**config.mk**
```make
export PLATFORM = sky130hd
export DESIGN_NAME = fetch_stage
export DESIGN_NICKNAME = d
export VERILOG_FILES = /design/src/rtl/riscv_pkg.sv /design/src/rtl/if_id_reg.sv /design/src/rtl/fetch_stage.sv
export SDC_FILE = /design/constraint.sdc
export NUM_CORES = 1
export LEC_CHECK = 0
export CORE_ASPECT_RATIO = 2
export CORE_MARGIN = 1
export CORE_UTILIZATION = 47
export CTS_BUF_LIST = sky130_fd_sc_hd__clkbuf_8
export DETAILED_ROUTE_END_ITERATION = 10
export PLACE_DENSITY = 0.84
export SLEW_MARGIN = 30
export SYNTH_ARGS = -nofsm -noshare
export SYNTH_HDL_FRONTEND = slang
export SYNTH_HIERARCHICAL = 1
export SYNTH_SLANG_ARGS = --single-unit
```
**constraint.sdc**
```tcl
create_clock -name clk -period 3.4 [get_ports clk]
set_clock_uncertainty 0.05 [all_clocks]
set_input_delay 0.85 -clock clk [delete_from_list [all_inputs] [get_ports clk]]
set_output_delay 0.85 -clock clk [all_outputs]
set_load 0.005 [all_outputs]
```
**src/rtl/riscv_pkg.sv**
```systemverilog
// Constants shared between the fetch stage and Control_Unit.
package riscv_pkg;

  localparam logic [31:0]  NOP_INSTR        = 32'h0000_0013;  // addi x0, x0, 0
  localparam logic [31:0]  RESET_PC_DEFAULT = 32'hBFC0_0000;
  localparam int unsigned  ADDR_W_DEFAULT   = 32;

  localparam logic [6:0] OPC_LOAD   = 7'b0000011;
  localparam logic [6:0] OPC_OP_IMM = 7'b0010011;
  localparam logic [6:0] OPC_AUIPC  = 7'b0010111;
  localparam logic [6:0] OPC_STORE  = 7'b0100011;
  localparam logic [6:0] OPC_OP     = 7'b0110011;
  localparam logic [6:0] OPC_LUI    = 7'b0110111;
  localparam logic [6:0] OPC_BRANCH = 7'b1100011;
  localparam logic [6:0] OPC_JALR   = 7'b1100111;
  localparam logic [6:0] OPC_JAL    = 7'b1101111;

  function automatic logic is_misaligned(input logic [1:0] low_bits);
    return low_bits != 2'b00;
  endfunction

endpackage

```
**src/rtl/if_id_reg.sv**
```systemverilog
// IF/ID pipeline register: reset and flush insert a NOP bubble, hold freezes contents.
module if_id_reg
  import riscv_pkg::*;
#(
  parameter int unsigned ADDR_W = ADDR_W_DEFAULT
) (
  input  logic              clk,
  input  logic              rst,
  input  logic              hold_i,
  input  logic              flush_i,
  input  logic [31:0]       instr_i,
  input  logic [ADDR_W-1:0] pc_i,
  input  logic [ADDR_W-1:0] pc_plus4_i,
  output logic [31:0]       instr_o,
  output logic [ADDR_W-1:0] pc_o,
  output logic [ADDR_W-1:0] pc_plus4_o,
  output logic              valid_o
);

  logic [31:0]       instr_q, instr_d;
  logic [ADDR_W-1:0] pc_q, pc_d, pc_plus4_q, pc_plus4_d;
  logic              valid_q, valid_d;

  always_comb begin
    instr_d    = instr_q;
    pc_d       = pc_q;
    pc_plus4_d = pc_plus4_q;
    valid_d    = valid_q;
    if (hold_i) begin
      // keep everything
    end else if (flush_i) begin
      instr_d    = NOP_INSTR;
      pc_d       = '0;
      pc_plus4_d = '0;
      valid_d    = 1'b0;
    end else begin
      instr_d    = instr_i;
      pc_d       = pc_i;
      pc_plus4_d = pc_plus4_i;
      valid_d    = 1'b1;
    end
  end

  always_ff @(posedge clk) begin
    if (rst) begin
      instr_q    <= NOP_INSTR;
      pc_q       <= '0;
      pc_plus4_q <= '0;
      valid_q    <= 1'b0;
    end else begin
      instr_q    <= instr_d;
      pc_q       <= pc_d;
      pc_plus4_q <= pc_plus4_d;
      valid_q    <= valid_d;
    end
  end

  assign instr_o    = instr_q;
  assign pc_o       = pc_q;
  assign pc_plus4_o = pc_plus4_q;
  assign valid_o    = valid_q;

endmodule

```
**src/rtl/fetch_stage.sv**
```systemverilog
// Fetch stage: PC register, next-PC selection with decode redirects, and the IF/ID register.
module fetch_stage
  import riscv_pkg::*;
#(
  parameter int unsigned       ADDR_W   = ADDR_W_DEFAULT,
  parameter logic [ADDR_W-1:0] RESET_PC = ADDR_W'(RESET_PC_DEFAULT)
) (
  input  logic              clk,
  input  logic              rst,
  input  logic              stall,
  input  logic              PCsrc,
  input  logic              JUMPRT,
  input  logic [31:0]       ImmExt,
  input  logic [31:0]       RD1,
  output logic [ADDR_W-1:0] imem_addr,
  input  logic [31:0]       imem_data,
  output logic [31:0]       instr_d,
  output logic [ADDR_W-1:0] pc_d,
  output logic [ADDR_W-1:0] pc_plus4_d,
  output logic              valid_d,
  output logic              misalign
);

  logic [ADDR_W-1:0] fetch_pc_q, fetch_pc_d, pc_plus4_f, target;
  logic [31:0]       jalr_sum;
  logic              misalign_q, misalign_d, redirect;

  // A bubble in decode can never redirect, so a redirect is always followed by one.
  assign redirect   = PCsrc & valid_d & ~stall;
  assign jalr_sum   = RD1 + ImmExt;
  assign target     = JUMPRT ? (ADDR_W'(jalr_sum) & ~ADDR_W'(1)) : (pc_d + ADDR_W'(ImmExt));
  assign pc_plus4_f = fetch_pc_q + ADDR_W'(4);

  always_comb begin
    fetch_pc_d = fetch_pc_q;
    misalign_d = misalign_q;
    if (stall) begin
      // hold
    end else if (redirect) begin
      fetch_pc_d = {target[ADDR_W-1:2], 2'b00};
      if (is_misaligned(target[1:0])) misalign_d = 1'b1;
    end else begin
      fetch_pc_d = pc_plus4_f;
    end
  end

  always_ff @(posedge clk) begin
    if (rst) begin
      fetch_pc_q <= RESET_PC;
      misalign_q <= 1'b0;
    end else begin
      fetch_pc_q <= fetch_pc_d;
      misalign_q <= misalign_d;
    end
  end

  if_id_reg #(
    .ADDR_W(ADDR_W)
  ) u_if_id_reg (
    .clk       (clk),
    .rst       (rst),
    .hold_i    (stall),
    .flush_i   (redirect),
    .instr_i   (imem_data),
    .pc_i      (fetch_pc_q),
    .pc_plus4_i(pc_plus4_f),
    .instr_o   (instr_d),
    .pc_o      (pc_d),
    .pc_plus4_o(pc_plus4_d),
    .valid_o   (valid_d)
  );

  assign imem_addr = fetch_pc_q;
  assign misalign  = misalign_q;

endmodule

```
==> impl_metrics.json <==
{
  "status": "finished clean",
  "maxUsedRoutingLayer": "met4",
  "grtUsageTotal_pct": 34.4,
  "critPathMaxFanout": 5,
  "cts_hold_buf": 0,
  "coreArea_mm2": 0.0205,
  "async_reset_ff_share_pct": 0,
  "netlist_area_mm2": 0.00980,
  "ys_ff_latch": 128,
  "p_int_mw": 3.04,
  "synth.largest_area_cell": "dfxtp_1",
  "wl_per_cell_um": 20.7,
  "viasPerCell": 5.94,
  "synth_warnings": 6,
  "p_sw_mw": 1.53,
  "grt_overflow": 0,
  "critical-path-top-delay-family": "compound AO/OA/AOI/OAI gates",
  "vias": 10800,
  "cap_violations": 0,
  "drc": 0,
  "stdcell_count": 1813,
  "timing.fmax_ghz": 0.304,
  "setup_viol": 0,
  "slowest_delay_ps": 430,
  "final_cell_mix": "clkdlybuf4s50_1 (224), nand2_1 (166), buf_4 (163), dfxtp_1 (128), nand2b_1 (99)",
  "layout_commonest_cell": "clkdlybuf4s50_1",
  "clk_pin_slew_worst_paths_ps": 80,
  "ff2ff_setup_slack_ps": 430,
  "synthTopCellsByArea": "dfxtp_1 (26%), o22ai_2 (8.9%), ha_1 (7.9%), nand2_1 (6.4%), nand2b_1 (6.3%)",
  "antenna_left": 0,
  "drtPass1Iterations": 5,
  "p_leak_nw": 5.48,
  "die_w_um": 104,
  "clockRootBuffer": "clkbuf_8",
  "std_cell_rows": 74,
  "period_needed_ps": 3290,
  "swShare_pct": 33.6,
  "dieArea_mm2": 0.0215,
  "gp_congestion": 0.994,
  "crit_required_ps": 3720,
  "holdWs_ps": 429,
  "p_seq_share_pct": 35.8,
  "cts.sinks": 128,
  "grt_max_degree": 112,
  "slew_violations": 0,
  "antenna_cells": 0,
  "met1Wirelength_um": 12100,
  "drt_wl_total_um": 37600,
  "dr_wl_met3_um": 1940,
  "worstSkewPairLatency_ps": 460,
  "cp_common_cell": "buf_4",
  "drive_gt1_share_pct": 20.2,
  "pwr_density_cell_mw_per_mm2": 332,
  "worst_path_max_delay_cell": "clkdlybuf4s50_1",
  "critical_path_arrival_ps": 3610,
  "grt_pass1_vias": 10800,
  "ys_types": 85,
  "combPwrFrac_pct": 32.4,
  "hpwl_um": 28400,
  "port_buffers": 228,
  "path_cells": "clkdlybuf4s50_1, buf_4, ha_1, a21o_1, a22o_1, a31o_2, a31oi_4, o21ai_1, a21boi_1, mux2i_1, buf_4, o31ai_2",
  "finalCritPeriodShare_pct": 96.7,
  "place_inst": 1780,
  "h-tree-depth": 4,
  "synth_flop_cell": "dfxtp_1",
  "tightest_slew_ps": 838,
  "yosysSeqAreaShare_pct": 26.1,
  "synth_edf_count": 0,
  "start_kind": "primary input",
  "antenna_found_initial": 0,
  "worstHoldPathType": "flop to flop",
  "synth.avg_cell_area_um2": 8.23,
  "irDropWorstVdd_v": 0.000327,
  "met2_length_um": 19900,
  "netlist_instances": 1191,
  "tritoncts": "built",
  "initial_core_util_pct": 47.9,
  "final_hold_viol_count": 0,
  "synth_top_cell_area_share_pct": 26.1,
  "cts_made_buffers": 17,
  "drt_iter0_drc": 664,
  "setup.worst_path.end_class": "flop",
  "pwr-share-clk_pct": 31.8,
  "fin_nets": 1699,
  "grt_pass1_wl_um": 56800,
  "area_growth_pct": 40.6,
  "clockBufferDepth": 2,
  "die_y_um": 206,
  "crit_buf_inv": 3,
  "total_power_mw": 4.57,
  "io_pins": 231,
  "critPathKind": "primary input to flop",
  "slew_headroom_pct": 44.1
}
-- area by class of cell --
class | count | area (um^2)
sequential | 128 | 2560
fill | 1701 | 6680
multi-input combinational | 978 | 6860
tap | 266 | 333
clock buffer | 17 | 234
inverter | 17 | 63.8
clock inverter | 15 | 184
timing repair buffer | 392 | 3540
-- final timing paths --
kind,from,to,cells after the start
setup / recovery,ImmExt[6],imem_addr[27],12
setup reg to reg,imem_addr[3],imem_addr[20],9
hold / removal,u_if_id_reg/instr_o[30],u_if_id_reg/instr_o[30],2
hold reg to reg,u_if_id_reg/instr_o[30],u_if_id_reg/instr_o[30],2
-- worst reg2reg max path, cell delays in order (launching register included) --
cell,delay [ps]
dfxtp_1,450
ha_1,280
and3_1,270
and3_1,340
and3_1,280
nand3_1,120
xnor2_1,570
o221ai_1,240
buf_4,190
o21ai_1,110
-- what timing repair did --
action | CTS | global route
pin swaps | 3 | 7
gates resized for setup | 2 | 13
endpoints found under the setup margin | 6 | 18
setup buffers | 0 | 1
-- state kept, by name, summed over array words and instances (netlist names) --
register,count
u_if_id_reg/pc_o,32
u_if_id_reg/valid_o,1
u_if_id_reg/instr_o,32
u_if_id_reg/pc_plus4_o,32
imem_addr,30
misalign,1
-- cells by family (layout without fill, tap and decap cells) --
family	count (synthesis)	in the layout	synth area share, %
AO/OA/AOI/OAI	381	381	30.6
XOR/XNOR	72	72	6.43
adder cells (fa/ha/maj)	64	64	8.32
buffers and inverters	90	441	4.60
flip-flops	128	128	26.1
multiplexers	10	10	1.03
other	1	6	0.0383
AND/OR/NAND/NOR	445	445	22.8
-- power by group through the flow --
stage | logic (mW) | registers (mW) | clock network, mW
after floorplan | 0.744 | 1.67 | 0
after global placement | 1.41 | 1.67 | 0
after detailed placement | 1.43 | 1.67 | 0
after CTS | 1.44 | 1.64 | 1.47
after global routing | 1.58 | 1.65 | 1.54
final | 1.48 | 1.64 | 1.45
-- stage by stage --
stage | TNS, ps | util (%) | cell area, um^2 | setup slack, ps
4_1_cts | 0 | 67.1 | 13700 | 0.0986
3_3_place_gp | -8450 | 65.0 | 13300 | -524
3_5_place_dp | -9050 | 65.0 | 13300 | -555
5_1_grt | -4.85 | 67.3 | 13800 | -4.85
6_report | 0 | 67.3 | 13800 | 111
2_1_floorplan | 0 | - | 9820 | 49.0
-- cell usage after synthesis (11+ instances only) --
cell      count
o21ai_0      47
buf_2        12
ha_1         62
o211ai_1     13
xnor2_1      36
a211oi_1     15
nand2b_1     99
o22ai_2      70
xor2_1       36
inv_1        16
o21ai_1      11
a21o_1       22
a21oi_1      83
o21a_1       11
dfxtp_1     128
o22ai_1      26
clkbuf_1     40
nand2_1     166
nor2_1       64
and3_1       15
nand4_1      12
nor3_1       11
nand3_1      29
-- metal layers --
metal | vias up | global-route usage [%]
met5 | - | 0
li1 | 5009 | -
met4 | 0 | 32.4
met2 | 466 | 64.5
met3 | 203 | 5.68
met1 | 5094 | 31.1
Note: power is estimated with default switching activity, not from simulation.
